File: src/rtl/mesi_arb_pkg.sv
// Shared types for the MESI common-bus arbiter.
// Owner class encoding doubles as the gnt_class output value.
package mesi_arb_pkg;

    typedef enum logic [1:0] {
        CLS_NONE  = 2'd0,
        CLS_MEM   = 2'd1,
        CLS_SNOOP = 2'd2,
        CLS_PROC  = 2'd3
    } arb_class_e;

    typedef enum logic {
        ST_IDLE  = 1'b0,
        ST_GRANT = 1'b1
    } arb_state_e;

    localparam logic [1:0] CLS_W = 2'd2;

endpackage

File: src/rtl/rr_picker.sv
// Round-robin picker: first set request at or after ptr, wrapping.
// Purely combinational; the caller owns the pointer register.
module rr_picker #(
    parameter int N = 4,
    localparam int IW = (N > 1) ? $clog2(N) : 1
) (
    input  logic [N-1:0]  req,
    input  logic [IW-1:0] ptr,
    output logic [N-1:0]  gnt,
    output logic [IW-1:0] idx,
    output logic          any
);

    always_comb begin
        gnt = '0;
        idx = '0;
        any = 1'b0;
        for (int k = 0; k < N; k++) begin
            automatic int j = (int'(ptr) + k) % N;
            if (!any && req[j]) begin
                any    = 1'b1;
                idx    = IW'(j);
                gnt[j] = 1'b1;
            end
        end
    end

endmodule

File: src/rtl/mesi_bus_arbiter_rr.sv
// Common-bus arbiter: mem > snoop > proc, RR within classes.
// Grants are registered and held until the owner drops its request.
import mesi_arb_pkg::*;

module mesi_bus_arbiter_rr #(
    parameter int NUM_CORES = 4,
    parameter int MAX_HOLD  = 16,
    localparam int IW = $clog2(NUM_CORES),
    localparam int CW = $clog2(MAX_HOLD + 1)
) (
    input  logic                 clk,
    input  logic                 rst,
    input  logic [NUM_CORES-1:0] com_bus_req_proc,
    input  logic [NUM_CORES-1:0] com_bus_req_snoop,
    input  logic                 mem_snoop_req,
    input  logic                 err_clr,
    output logic [NUM_CORES-1:0] com_bus_gnt_proc,
    output logic [NUM_CORES-1:0] com_bus_gnt_snoop,
    output logic                 mem_snoop_gnt,
    output logic                 bus_busy,
    output logic [1:0]           gnt_class,
    output logic [IW-1:0]        gnt_id,
    output logic                 hold_err
);

    arb_state_e           state, state_d;
    arb_class_e           own_cls, cls_d;
    logic [IW-1:0]        own_id, id_d;
    logic [IW-1:0]        ptr_snoop, ptr_snoop_d;
    logic [IW-1:0]        ptr_proc, ptr_proc_d;
    logic [CW-1:0]        hold_cnt, cnt_d;
    logic                 err_d;
    logic [NUM_CORES-1:0] gp_q, gp_d, gs_q, gs_d;
    logic                 gm_q, gm_d;

    logic [NUM_CORES-1:0] s_gnt, p_gnt;
    logic [IW-1:0]        s_idx, p_idx;
    logic                 s_any, p_any;
    logic                 owner_req;
    logic                 arb_en;

    rr_picker #(.N(NUM_CORES)) u_snoop (
        .req (com_bus_req_snoop),
        .ptr (ptr_snoop),
        .gnt (s_gnt),
        .idx (s_idx),
        .any (s_any)
    );

    rr_picker #(.N(NUM_CORES)) u_proc (
        .req (com_bus_req_proc),
        .ptr (ptr_proc),
        .gnt (p_gnt),
        .idx (p_idx),
        .any (p_any)
    );

    always_comb begin
        owner_req = 1'b0;
        case (own_cls)
            CLS_MEM:   owner_req = mem_snoop_req;
            CLS_SNOOP: owner_req = com_bus_req_snoop[own_id];
            CLS_PROC:  owner_req = com_bus_req_proc[own_id];
            default:   owner_req = 1'b0;
        endcase
    end

    assign arb_en = (state == ST_IDLE) || !owner_req;

    always_comb begin
        state_d     = state;
        cls_d       = own_cls;
        id_d        = own_id;
        ptr_snoop_d = ptr_snoop;
        ptr_proc_d  = ptr_proc;
        cnt_d       = hold_cnt;
        gp_d        = gp_q;
        gs_d        = gs_q;
        gm_d        = gm_q;
        err_d       = hold_err & ~err_clr;
        if (arb_en) begin
            cnt_d = '0;
            gp_d  = '0;
            gs_d  = '0;
            gm_d  = 1'b0;
            id_d  = '0;
            if (mem_snoop_req) begin
                state_d = ST_GRANT;
                cls_d   = CLS_MEM;
                gm_d    = 1'b1;
            end else if (s_any) begin
                state_d     = ST_GRANT;
                cls_d       = CLS_SNOOP;
                id_d        = s_idx;
                gs_d        = s_gnt;
                ptr_snoop_d = (s_idx == IW'(NUM_CORES - 1)) ? '0 : s_idx + 1'b1;
            end else if (p_any) begin
                state_d    = ST_GRANT;
                cls_d      = CLS_PROC;
                id_d       = p_idx;
                gp_d       = p_gnt;
                ptr_proc_d = (p_idx == IW'(NUM_CORES - 1)) ? '0 : p_idx + 1'b1;
            end else begin
                state_d = ST_IDLE;
                cls_d   = CLS_NONE;
            end
        end else begin
            // owner still holding: count toward the watchdog, set wins over clear
            if (hold_cnt != CW'(MAX_HOLD))
                cnt_d = hold_cnt + 1'b1;
            if (hold_cnt == CW'(MAX_HOLD - 1))
                err_d = 1'b1;
        end
    end

    always_ff @(posedge clk or negedge rst) begin
        if (!rst) begin
            state     <= ST_IDLE;
            own_cls   <= CLS_NONE;
            own_id    <= '0;
            ptr_snoop <= '0;
            ptr_proc  <= '0;
            hold_cnt  <= '0;
            hold_err  <= 1'b0;
            gp_q      <= '0;
            gs_q      <= '0;
            gm_q      <= 1'b0;
        end else begin
            state     <= state_d;
            own_cls   <= cls_d;
            own_id    <= id_d;
            ptr_snoop <= ptr_snoop_d;
            ptr_proc  <= ptr_proc_d;
            hold_cnt  <= cnt_d;
            hold_err  <= err_d;
            gp_q      <= gp_d;
            gs_q      <= gs_d;
            gm_q      <= gm_d;
        end
    end

    assign com_bus_gnt_proc  = gp_q;
    assign com_bus_gnt_snoop = gs_q;
    assign mem_snoop_gnt     = gm_q;
    assign bus_busy          = (own_cls != CLS_NONE);
    assign gnt_class         = own_cls;
    assign gnt_id            = own_id;

endmodule

File: config.mk
export PLATFORM = sky130hd
export DESIGN_NAME = mesi_bus_arbiter_rr
export DESIGN_NICKNAME = d
export VERILOG_FILES = /design/src/rtl/mesi_arb_pkg.sv /design/src/rtl/rr_picker.sv /design/src/rtl/mesi_bus_arbiter_rr.sv
export SDC_FILE = /design/constraint.sdc
export NUM_CORES = 1
export LEC_CHECK = 0
export ABC_AREA = 1
export CORE_MARGIN = 2
export CORE_UTILIZATION = 65
export DETAILED_ROUTE_END_ITERATION = 12
export DONT_BUFFER_PORTS = 1
export GPL_TIMING_DRIVEN = 1
export PLACE_DENSITY = 0.9
export SYNTH_ARGS = -nofsm -noshare
export SYNTH_HDL_FRONTEND = slang
export SYNTH_SLANG_ARGS = --single-unit
File: constraint.sdc
create_clock -name clk -period 3.4 [get_ports clk]
set_input_delay 0.68 -clock clk [delete_from_list [all_inputs] [get_ports clk]]
set_output_delay 0.68 -clock clk [all_outputs]
set_load 0.1 [all_outputs]
==> results of run 1 <==
## layer usage
layer,part of all wire,global-route usage,wire (µm)
met2,0.47,0.449,2040
met3,0.042,0.0235,181
met4,0.013,0.0776,58
met1,0.47,0.344,2020
met5,0,0,0
## path summary, 6_finish.rpt
kind / slack (ns) / endpoint / depth (start not counted)
worst min-delay path: 0.03 / com_bus_gnt_snoop[0] / 0
max in group asynchronous: 3.29 / com_bus_gnt_proc[1] / 0
worst max register to register: 1.08 / ptr_proc[1] / 13
worst max-delay path: 1.08 / ptr_proc[1] / 13
worst min register to register: 0.50 / gnt_id[0] / 2
min in group clk: 0.45 / hold_err / 1
## logic make-up after synthesis
logic type               count (synthesis)  share of synthesized area
buffers and inverters                   44                     0.0881
AND/OR/NAND/NOR                        183                      0.412
flip-flops                              24                      0.290
XOR/XNOR                                 2                    0.00845
AO/OA/AOI/OAI                           31                     0.0875
adder cells (fa/ha/maj)                 19                      0.115
## cell usage in the layout, fill, tap and decap left out, drive strengths merged
master	synthesis	final
a31oi	2	2
nor2	23	23
a22oi	1	1
o22ai	2	2
a21oi	9	9
nand3	28	28
o31ai	1	1
inv	40	40
xor2	2	2
ha	19	19
nand2	124	124
o21ai	11	11
dfrtp	24	24
clkinv	1	1
nand4	8	8
o211ai	5	5
clkbuf	0	4
buf	3	5
## registers in the layout, summed over array words and instances, names as in the netlist
| name | flops |
|---|---|
| com_bus_gnt_proc | 4 |
| com_bus_gnt_snoop | 4 |
| hold_cnt | 5 |
| hold_err | 1 |
| gnt_class | 2 |
| state | 1 |
| gnt_id | 2 |
| mem_snoop_gnt | 1 |
| ptr_snoop | 2 |
| ptr_proc | 2 |
## metrics by stage
stage | hold slack [ns] | setup WS, ns | util | instances
2_1_floorplan | 0.384 | 0.691 | - | 303
4_1_cts | 0.0330 | 1.10 | 0.715 | 353
6_report | 0.0344 | 1.08 | 0.715 | 353
3_5_place_dp | 0.385 | 1.13 | 0.703 | 349
5_1_grt | 0.0100 | 0.863 | 0.715 | 353
3_3_place_gp | 0.385 | 1.15 | 0.703 | 349
## worst register-to-register path: stages (launching register included)
cell and delay, ns:
sky130_fd_sc_hd__dfrtp_1 0.60, sky130_fd_sc_hd__inv_2 0.18, sky130_fd_sc_hd__ha_1 0.44, sky130_fd_sc_hd__inv_1 0.08, sky130_fd_sc_hd__nand3_1 0.08, sky130_fd_sc_hd__nand2_1 0.14, sky130_fd_sc_hd__nor2_2 0.24, sky130_fd_sc_hd__nor2_1 0.06
sky130_fd_sc_hd__nand2_1 0.07, sky130_fd_sc_hd__nand2_1 0.09, sky130_fd_sc_hd__inv_1 0.06, sky130_fd_sc_hd__nand3_1 0.06, sky130_fd_sc_hd__nand3_1 0.07, sky130_fd_sc_hd__nand2_1 0.05
## area by class of cell
class                   instances  area, µm²
clock buffers                   4       36.3
fillers                       261        871
inverters                      41        161
multi-input cells             235       1290
flip-flops and latches         24        601
well taps                      44       55.1
repair buffers                  5       37.5
## Yosys cell counts
cell                       count  area, µm²
sky130_fd_sc_hd__o21ai_1       1       5.00
sky130_fd_sc_hd__nand2_4       3       33.8
sky130_fd_sc_hd__xor2_1        2       17.5
sky130_fd_sc_hd__o21ai_0      10       50.1
sky130_fd_sc_hd__buf_6         1       11.3
sky130_fd_sc_hd__nor2_2        2       12.5
sky130_fd_sc_hd__inv_4         1       6.26
sky130_fd_sc_hd__nand3_1      27        135
sky130_fd_sc_hd__a21oi_2       1       8.76
sky130_fd_sc_hd__dfrtp_1      24        601
sky130_fd_sc_hd__ha_1         19        238
sky130_fd_sc_hd__nor2_8        1       20.0
sky130_fd_sc_hd__nand4_1       6       37.5
sky130_fd_sc_hd__a22oi_1       1       7.51
sky130_fd_sc_hd__nor2_4        2       22.5
sky130_fd_sc_hd__nand2_2      11       68.8
sky130_fd_sc_hd__a31oi_1       2       12.5
sky130_fd_sc_hd__nor2_1       18       67.6
sky130_fd_sc_hd__nand2_1     110        413
sky130_fd_sc_hd__nand4_2       1       12.5
sky130_fd_sc_hd__inv_1        33        124
sky130_fd_sc_hd__o211ai_1      5       37.5
sky130_fd_sc_hd__buf_2         2       10.0
sky130_fd_sc_hd__clkinv_4      1       8.76
sky130_fd_sc_hd__a21oi_1       8       40.0
sky130_fd_sc_hd__o22ai_1       2       12.5
sky130_fd_sc_hd__inv_2         6       22.5
sky130_fd_sc_hd__o31ai_1       1       7.51
sky130_fd_sc_hd__nand3_2       1       10.0
sky130_fd_sc_hd__nand4_4       1       21.3
==> Flow_metrics.wiki, run 1 <==
{| class="wikitable"
! Metric !! Value
|-
| Ordered cell list for the critical path || inv_2 -> ha_1 -> inv_1 -> nand3_1 -> nand2_1 -> nor2_2 -> nor2_1 -> nand2_1 -> nand2_1 -> inv_1 -> nand3_1 -> nand3_1 -> nand2_1
|-
| Global-route usage over all layers || 0.259
|-
| Final setup violation count || 0
|-
| Result of the run || finished, final reports clean
|-
| HPWL after DPL || 3400 µm
|-
| Kind of end point of the critical path || register
|-
| Start point of the critical path || ptr_proc[0]
|-
| Post-synthesis net count || ~330
|-
| Antenna diode instance count || 0
|-
| Library cell appearing most often on the critical path || sky130_fd_sc_hd__nand2_1
|-
| CTS-repair resized insts || 0
|-
| Hold Buf Count CTS || 0
|-
| Library cell contributing the largest single delay on the critical path || sky130_fd_sc_hd__dfrtp_1
|-
| Kind of cell adding the most delay to the critical path || simple AND/OR/NAND/NOR gates
|-
| Number of global-route vias before repair || between 1500 and 2000
|-
| Starting utilization of the core area || 0.680
|-
| Drt first pass iters || 5
|-
| Final critical-path share of the clock period || 0.682
|-
| #FFs+latches synth || 24
|-
| Highest clock frequency the design can meet || between 0.4 and 0.5 GHz
|-
| Per-cell routed wire length || about 12 µm
|-
| Combined area of all synthesized cells || between 2000 and 2500 µm²
|-
| Die W || just over 60 µm
|-
| Setup TNS Final || 0 ns
|-
| Proportion of layout cells with a drive suffix above 1 || 0.129
|-
| Avg Synthesized Cell Area || around 6.8 µm²
|-
| Post-layout nets || 341
|-
| Source-to-sink clock delay at the later pin of the worst-skew pair || roughly 0.31 ns
|-
| Maximum fanout encountered on the critical timing path || 11
|-
| Count of buffer and inverter cells on the critical path || 3
|-
| Launch instance of the worst register-to-register path || ptr_proc[0]
|-
| Transition time at the pin with the least slew margin || 0.908 ns
|-
| Root buffer selected by CTS || sky130_fd_sc_hd__clkbuf_4
|-
| Num Clock Sinks || 24
|-
| Crit path kind || register to register
|-
| Gate Count Post-Synth || 303
|-
| Die Y || approximately 60 µm
|-
| Total congestion overflow after global routing || 0
|-
| Count of vias placed by the detailed router || about 1900
|-
| Count of buffers inserted at the top-level ports || 0
|-
| Placed standard-cell area || ~2100 µm²
|-
| Io pins || 27
|-
| Postcts setup bufs || 0
|-
| Number of levels the H-tree was split into || 1
|-
| Bufs on Longest Clock Path || 2
|-
| Final routed DRC violation total || 0
|-
| Count of synthesis-stage warnings from yosys || 0
|-
| Vias per inst || 5.40
|-
| Unrepaired setup endpoints after global routing || false
|-
| Fin area || 2180 µm²
|-
| Die Footprint || 3660 µm²
|-
| Relative slew slack || 0.394
|-
| Type of the most critical hold path || input port to asynchronous set/reset pin
|-
| Detailed Route WL || about 4300 µm
|-
| TritonCTS clock tree || done
|-
| Largest net degree at the start of global routing || 25
|-
| Final setup skew || 0.00470 ns
|-
| Global-route wire length before repair || 7220 µm
|-
| RD Place Congestion || around 0.93
|-
| Cts bufs inserted || 3
|-
| Layout area overhead || 5.19%
|-
| Sequential-to-total area share from yosys stat || 0.290
|-
| Count of nets left with antenna violations after detail routing || 0
|-
| Antenna violations before repair || 0
|-
| Crit path largest cell delay || about 0.6 ns
|-
| Final Max Tran Viols || 0
|-
| Clock Pin Slew Worst Setup and Hold Paths || around 0.13 ns
|-
| Max-capacitance violation count || 0
|-
| Element type at the critical path start || register
|-
| Area of the placeable core || just over 3000 µm²
|-
| Floorplan row count || 20
|-
| Time the worst path needs with I/O delays and setup || 2.32 ns
|-
| Final hold violation count || 0
|-
| Data required, critical path || around 3.6 ns
|-
| Arr. time, crit path || 2.54 ns
|-
| Number of DRC violations after detailed-routing iteration 0 || 115
|-
| Number of distinct standard cells referenced by the synthesized netlist || 30
|}
Power of run 1 is left out: the tool's default activity adds up to more than one toggle a clock period on the data nets, which glitch-free logic cannot reach.
==> run 2, diff against run 1 <==
CORE_UTILIZATION = 64   (was 65)
PLACE_DENSITY = 0.89   (was 0.9)
clock period = 2.3 ns   (was 3.4 ns; I/O delays follow)
==> run 2 against run 1 <==
  * Global-route usage is 0.42 points higher
  * Flip-flop and latch count is the same
  * Register-to-register slack worse by 0.87 ns
  * Count of clock-buffer cells in the layout stayed put
  * Non-clock buffer count rose by 16
  * Routed wire length is 3.4% higher
  * Final cell count increased by 4.5%
  * Setup slack lost 0.87 ns
  * Largest cell class unchanged
  * Sequential share of layout area fell by 1.4 points
==> Flow_metrics.wiki, run 2 (synthesized netlist as in run 1, its figures left out) <==
{| class="wikitable"
! Metric !! Value
|-
| Floorplan row count || 20 (unchanged)
|-
| Transition time at the pin with the least slew margin || 1.06 ns (+0.156 ns)
|-
| Final hold violation count || 0 (unchanged)
|-
| Type of the most critical hold path || input port to register
|-
| Source-to-sink clock delay at the later pin of the worst-skew pair || 0.31 ns (about the same)
|-
| Die W || 60.9 µm (+0.73%)
|-
| Highest-count cells in the layout ignoring fill and taps || sky130_fd_sc_hd__nand2_1, sky130_fd_sc_hd__inv_1, sky130_fd_sc_hd__nand3_1
|-
| Worst hold start || err_clr
|-
| Register with the most flip-flops || hold_cnt
|-
| Count of vias placed by the detailed router || 1954 (+2.5%)
|-
| RD Place Congestion || 0.894 (-4.2%)
|-
| Global-route usage over all layers || 0.263 (+0.00417)
|-
| Final critical-path share of the clock period || 0.908 (+0.227)
|-
| Hold slack || 0.247 ns (+0.212 ns)
|-
| Result of the run || finished, final reports clean
|-
| Count of buffers inserted at the top-level ports || 0 (unchanged)
|-
| Placed cells || 364 (+4.3%)
|-
| Setup TNS Final || 0 ns (unchanged)
|-
| Post-place setup slack || 0.238 ns (-0.888 ns)
|-
| Relative slew slack || 0.288 (-0.107)
|-
| Final routed DRC violation total || 0 (unchanged)
|-
| Num Clock Sinks || 24 (unchanged)
|-
| TritonCTS clock tree || done
|-
| Layout area overhead || 11.3%
|-
| Flip-flop count of the largest register, all copies and words added || 5 (unchanged)
|-
| HPWL after DPL || 3460 µm (+1.9%)
|-
| Vias per inst || 5.30 (-1.9%)
|-
| Drt first pass iters || 4 (-1)
|-
| Antenna diode instance count || 0 (unchanged)
|-
| Post-layout nets || 357 (+4.7%)
|-
| Most common library cell in the layout ignoring fill and taps || sky130_fd_sc_hd__nand2_1
|-
| Clock Pin Slew Worst Setup and Hold Paths || 0.13 ns (about the same)
|-
| Proportion of layout cells with a drive suffix above 1 || 0.178 (+0.0490)
|-
| Start point of the critical path || ptr_proc[1]
|-
| Final setup violation count || 0 (unchanged)
|-
| Root buffer selected by CTS || sky130_fd_sc_hd__clkbuf_4
|-
| Launch instance of the worst register-to-register path || ptr_proc[1]
|-
| Fill count || 254 (-2.7%)
|-
| Count of nets left with antenna violations after detail routing || 0 (unchanged)
|-
| Antenna violations before repair || 0 (unchanged)
|-
| CTS-repair resized insts || 0 (unchanged)
|-
| Cts bufs inserted || 3 (unchanged)
|-
| Final Max Tran Viols || 0 (unchanged)
|-
| Unrepaired setup endpoints after global routing || false
|-
| Die Y || 60.9 µm (+0.73%)
|-
| Per-cell routed wire length || 12.1 µm (-1.1%)
|-
| Setup WS post-layout || 0.211 ns (-0.871 ns)
|-
| Bufs on Longest Clock Path || 2 (unchanged)
|-
| Area occupied by registers || 603 µm² (+0.42%)
|-
| Highest clock frequency the design can meet || 0.479 GHz (+11%)
|-
| Max-capacitance violation count || 0 (unchanged)
|-
| Io pins || 27 (unchanged)
|-
| Detailed Route WL || 4450 µm (+3.4%)
|-
| Crit path kind || register to register
|-
| Global-route wire length before repair || 7400 µm (+2.4%)
|-
| Largest net degree at the start of global routing || 25 (unchanged)
|-
| Total congestion overflow after global routing || 0 (unchanged)
|-
| Maximum fanout encountered on the critical timing path || 7 (-4)
|-
| Non-filler cells in the finished layout || 369 (+4.5%)
|-
| Kind of end point of the critical path || register
|-
| Number of DRC violations after detailed-routing iteration 0 || 135 (+17%)
|-
| Area of the placeable core || 3080 µm² (+0.82%)
|-
| Multi-input logic area || 1290 µm² (+0.19%)
|-
| Time the worst path needs with I/O delays and setup || 2.09 ns (-0.229 ns)
|-
| Final setup skew || 0.00389 ns (-0.000806 ns)
|-
| Die Footprint || 3710 µm² (+1.5%)
|-
| Element type at the critical path start || register
|-
| Starting utilization of the core area || 0.674 (-0.00552)
|-
| Arr. time, crit path || 2.31 ns (-0.23 ns)
|-
| Data required, critical path || 2.52 ns (-1.10 ns)
|-
| Number of levels the H-tree was split into || 1 (unchanged)
|-
| Number of global-route vias before repair || 1759 (+5.3%)
|}
[run 2: cell count changes in the layout (fill, tap and decap cells not counted)]
cell / before / now
sky130_fd_sc_hd__buf_4: 5 / 20
sky130_fd_sc_hd__dfrtp_1: 24 / 22
sky130_fd_sc_hd__dfrtp_2: 0 / 2
sky130_fd_sc_hd__dlygate4sd3_1: 0 / 1
sky130_fd_sc_hd__nand2_1: 110 / 109
sky130_fd_sc_hd__nand2_2: 11 / 12
[run 2: path summary, 6_finish.rpt]
check / cells after the start / slack [ns] / to
min: 1 / 0.25 / hold_err
max: 12 / 0.21 / gnt_id[1]
max reg2reg: 12 / 0.21 / gnt_id[1]
min in group asynchronous: 1 / 0.77 / com_bus_gnt_snoop[3]
min reg2reg: 2 / 0.50 / com_bus_gnt_proc[1]
max in group asynchronous: 1 / 0.82 / gnt_class[0]
[run 2: cell type report]
class	count	area share
Timing Repair Buffer	21	0.0693
Clock buffer	4	0.0157
Tap cell	44	0.0238
Sequential cell	24	0.261
Multi-Input combinational cell	235	0.560
Inverter	41	0.0699
[run 2: repair_timing]
| action | in CTS | in global routing |
|---|---|---|
| hold buffers | 1 | 0 |
| hold endpoints to repair | 24 | 0 |
| setup endpoints to repair | 0 | 0 |
| setup buffers | 0 | 0 |
[run 2: per-stage QoR]
stage	utilization	area, µm²
6_report	0.750	2310
4_1_cts	0.750	2310
3_5_place_dp	0.735	2260
2_1_floorplan	-	2080
5_1_grt	0.750	2310
3_3_place_gp	0.735	2260
[run 2: worst max-delay path, cell delays in order, from the launching register on]
cell and delay (ns):
sky130_fd_sc_hd__dfrtp_1 0.40, sky130_fd_sc_hd__inv_1 0.21, sky130_fd_sc_hd__ha_1 0.35, sky130_fd_sc_hd__inv_1 0.10, sky130_fd_sc_hd__nand3_1 0.08, sky130_fd_sc_hd__nand2_1 0.17
sky130_fd_sc_hd__nand2_1 0.13, sky130_fd_sc_hd__nor2_2 0.11, sky130_fd_sc_hd__nand2_2 0.08, sky130_fd_sc_hd__nor2_1 0.19, sky130_fd_sc_hd__nor2_1 0.07, sky130_fd_sc_hd__nand3_1 0.07
sky130_fd_sc_hd__nand2_1 0.05
[run 2: per-layer routing]
layer  GRT usage  part of all wire  routed length [µm]  up-vias
li1            -                 -                   -     1010
met1       0.375              0.47                2080      881
met2       0.424              0.47                2080       57
met3      0.0362             0.057                 252        6
met4      0.0621            0.0081                  36        0
met5           0                 0                   0        -
Power of run 2 is left out for the same reason.
==> run 3, diff against run 2 <==
CORE_UTILIZATION = 56   (was 64)
CTS_BUF_LIST = sky130_fd_sc_hd__clkbuf_16   (was unset)
DONT_BUFFER_PORTS = unset   (was 1)
PLACE_DENSITY = 0.9   (was 0.89)
==> run 3 against run 2 <==
  * Register-to-register slack better by 0.05 ns
  * Clock skew down 0.0023 ns
  * Routed wire length up 7.7%
  * Non-clock buffer count increased by 16
  * Hold slack improved by 0.23 ns
  * Critical path type unchanged
==> Flow_metrics.wiki, run 3 (synthesized netlist as in run 1, its figures left out) <==
{| class="wikitable"
! Metric !! Value
|-
| Library cell appearing most often on the critical path || sky130_fd_sc_hd__nand2_1
|-
| Final routed DRC violation total || 0 (unchanged)
|-
| Floorplan row count || 22 (+10%)
|-
| Final setup violation count || 0 (unchanged)
|-
| Crit path kind || register to register
|-
| Transition time at the pin with the least slew margin || 0.319 ns (-0.746 ns)
|-
| Element type at the critical path start || register
|-
| Io pins || 27 (unchanged)
|-
| Antenna violations before repair || 0 (unchanged)
|-
| Kind of cell adding the most delay to the critical path || simple AND/OR/NAND/NOR gates
|-
| Kind of end point of the critical path || register
|-
| Antenna diode instance count || 0 (unchanged)
|-
| Bufs on Longest Clock Path || 2 (unchanged)
|-
| Ordered cell list for the critical path || inv_2 -> ha_1 -> inv_1 -> nand3_1 -> nand2_1 -> nand2_1 -> nor2_2 -> nand2_2 -> nor2_1 -> nor2_1 -> nand3_1 -> nand2_1
|-
| Fill count || 318 (+25%)
|-
| Count of buffers inserted at the top-level ports || 26 (+26)
|-
| Data required, critical path || 2.45 ns (-0.07 ns)
|-
| Hold Buf Count CTS || 0 (-1)
|-
| Detailed Route WL || 4790 µm (+7.7%)
|-
| Proportion of layout cells with a drive suffix above 1 || 0.188 (+0.00922)
|-
| Result of the run || finished, final reports clean
|-
| Unrepaired setup endpoints after global routing || false
|-
| Final hold violation count || 0 (unchanged)
|-
| Time the worst path needs with I/O delays and setup || 2.04 ns (-0.0534 ns)
|-
| Die W || 64.9 µm (+6.4%)
|-
| R2R setup slack || 0.26 ns (+0.05 ns)
|-
| Number of global-route vias before repair || 2000 (+14%)
|-
| Postcts setup bufs || 0 (unchanged)
|-
| Die Y || 64.9 µm (+6.4%)
|-
| Start point of the critical path || ptr_proc[0]
|-
| CTS-repair resized insts || 0 (unchanged)
|-
| Path length in cells of the critical path || 12 (unchanged)
|-
| Area of the placeable core || 3610 µm² (+17%)
|-
| Setup TNS Final || 0 ns (unchanged)
|-
| Starting utilization of the core area || 0.575 (-0.0987)
|-
| RD Place Congestion || 0.882 (-1.3%)
|-
| Flip-flop count of the largest register, all copies and words added || 5 (unchanged)
|-
| Type of the most critical hold path || register to register
|-
| Relative slew slack || 0.787 (+0.499)
|-
| Per-cell routed wire length || 12.3 µm (+2.2%)
|-
| Clock Pin Slew Worst Setup and Hold Paths || 0.06 ns (-0.07 ns)
|-
| Drt first pass iters || 4 (unchanged)
|-
| Launch instance of the worst register-to-register path || ptr_proc[0]
|-
| Highest clock frequency the design can meet || 0.491 GHz (+2.6%)
|-
| Layout area overhead || 21.9%
|-
| Total congestion overflow after global routing || 0 (unchanged)
|-
| Most common library cell in the layout ignoring fill and taps || sky130_fd_sc_hd__nand2_1
|-
| Die Footprint || 4210 µm² (+13%)
|-
| Max-capacitance violation count || 0 (unchanged)
|-
| Final Max Tran Viols || 0 (unchanged)
|-
| Global-route usage over all layers || 0.247 (-0.0160)
|-
| TritonCTS clock tree || done
|-
| Count of buffer and inverter cells on the critical path || 2 (unchanged)
|-
| Highest-count cells in the layout ignoring fill and taps || sky130_fd_sc_hd__nand2_1, sky130_fd_sc_hd__inv_1, sky130_fd_sc_hd__nand3_1
|-
| Vias per inst || 5.33 (+0.64%)
|-
| HPWL after DPL || 3690 µm (+6.5%)
|-
| End point of the critical path || gnt_id[1]
|-
| Number of levels the H-tree was split into || 1 (unchanged)
|-
| Final setup skew || 0.00162 ns (-0.00227 ns)
|-
| Post-layout nets || 373 (+4.5%)
|-
| Count of cells along the worst register-to-register path || 12 (unchanged)
|-
| Source-to-sink clock delay at the later pin of the worst-skew pair || 0.25 ns (-0.06 ns)
|-
| Maximum fanout encountered on the critical timing path || 9 (+2)
|-
| Root buffer selected by CTS || sky130_fd_sc_hd__clkbuf_16
|-
| Arr. time, crit path || 2.18 ns (-0.13 ns)
|-
| Register with the most flip-flops || hold_cnt
|-
| Count of vias placed by the detailed router || 2073 (+6.1%)
|-
| Largest net degree at the start of global routing || 25 (unchanged)
|-
| Cts bufs inserted || 3 (unchanged)
|-
| Global-route wire length before repair || 8440 µm (+14%)
|-
| Critical R2R Capture || gnt_id[1]
|-
| Num Clock Sinks || 24 (unchanged)
|-
| Number of DRC violations after detailed-routing iteration 0 || 70 (-48%)
|-
| Library cell contributing the largest single delay on the critical path || sky130_fd_sc_hd__dfrtp_1
|-
| Count of nets left with antenna violations after detail routing || 0 (unchanged)
|-
| Final critical-path share of the clock period || 0.885 (-0.0232)
|-
| Crit path largest cell delay || 0.40 ns (about the same)
|}
-- run 3: how the worst min path moves through the flow --
stage                               startpoint              endpoint  slack [ns]  depth (start not counted)
after floorplan                            rst   com_bus_gnt_proc[0]        0.16                          0
after detailed placement  com_bus_gnt_snoop[3]  com_bus_gnt_snoop[3]        0.47                          2
after global routing      com_bus_gnt_snoop[3]  com_bus_gnt_snoop[3]        0.51                          2
final                      com_bus_gnt_proc[1]   com_bus_gnt_proc[1]        0.48                          2
after CTS                 com_bus_gnt_snoop[3]  com_bus_gnt_snoop[3]        0.48                          2
after global placement    com_bus_gnt_snoop[3]  com_bus_gnt_snoop[3]        0.46                          2
-- run 3: tightest hold or removal path: cells and delay by family, from the launching register on --
kind | cells | cell delay, ns
flops | 1 | 0.34
simple gates | 2 | 0.10
-- run 3: metrics by stage --
step                       util  instances  instance area, µm²  setup WS [ns]  hold WS [ns]
after floorplan               -        303                2080         0.0750         0.164
after global placement    0.672        385                2420          0.201         0.465
after detailed placement  0.672        385                2420          0.103         0.466
after CTS                 0.701        389                2530          0.307         0.483
after global routing      0.701        389                2530         0.0936         0.506
final                     0.701        389                2530          0.264         0.479
-- run 3: area by class of cell --
| type | instances | area, µm² | share of cell area |
|---|---|---|---|
| clock buffers | 3 | 75.1 | 0.0297 |
| clock inverters | 1 | 30.0 | 0.0119 |
| inverters | 41 | 161 | 0.0638 |
| multi-input cells | 235 | 1290 | 0.512 |
| flip-flops and latches | 24 | 603 | 0.238 |
| well taps | 48 | 60.1 | 0.0238 |
| repair buffers | 37 | 305 | 0.121 |
-- run 3: per-layer routing --
| layer | GRT usage | vias up | share of wire |
|---|---|---|---|
| met2 | 0.465 | 60 | 0.51 |
| met5 | 0 | - | 0 |
| met1 | 0.293 | 955 | 0.43 |
| met4 | 0.0638 | 0 | 0.017 |
| met3 | 0.0295 | 12 | 0.036 |
| li1 | - | 1046 | - |
Power of run 3 is left out for the same reason.
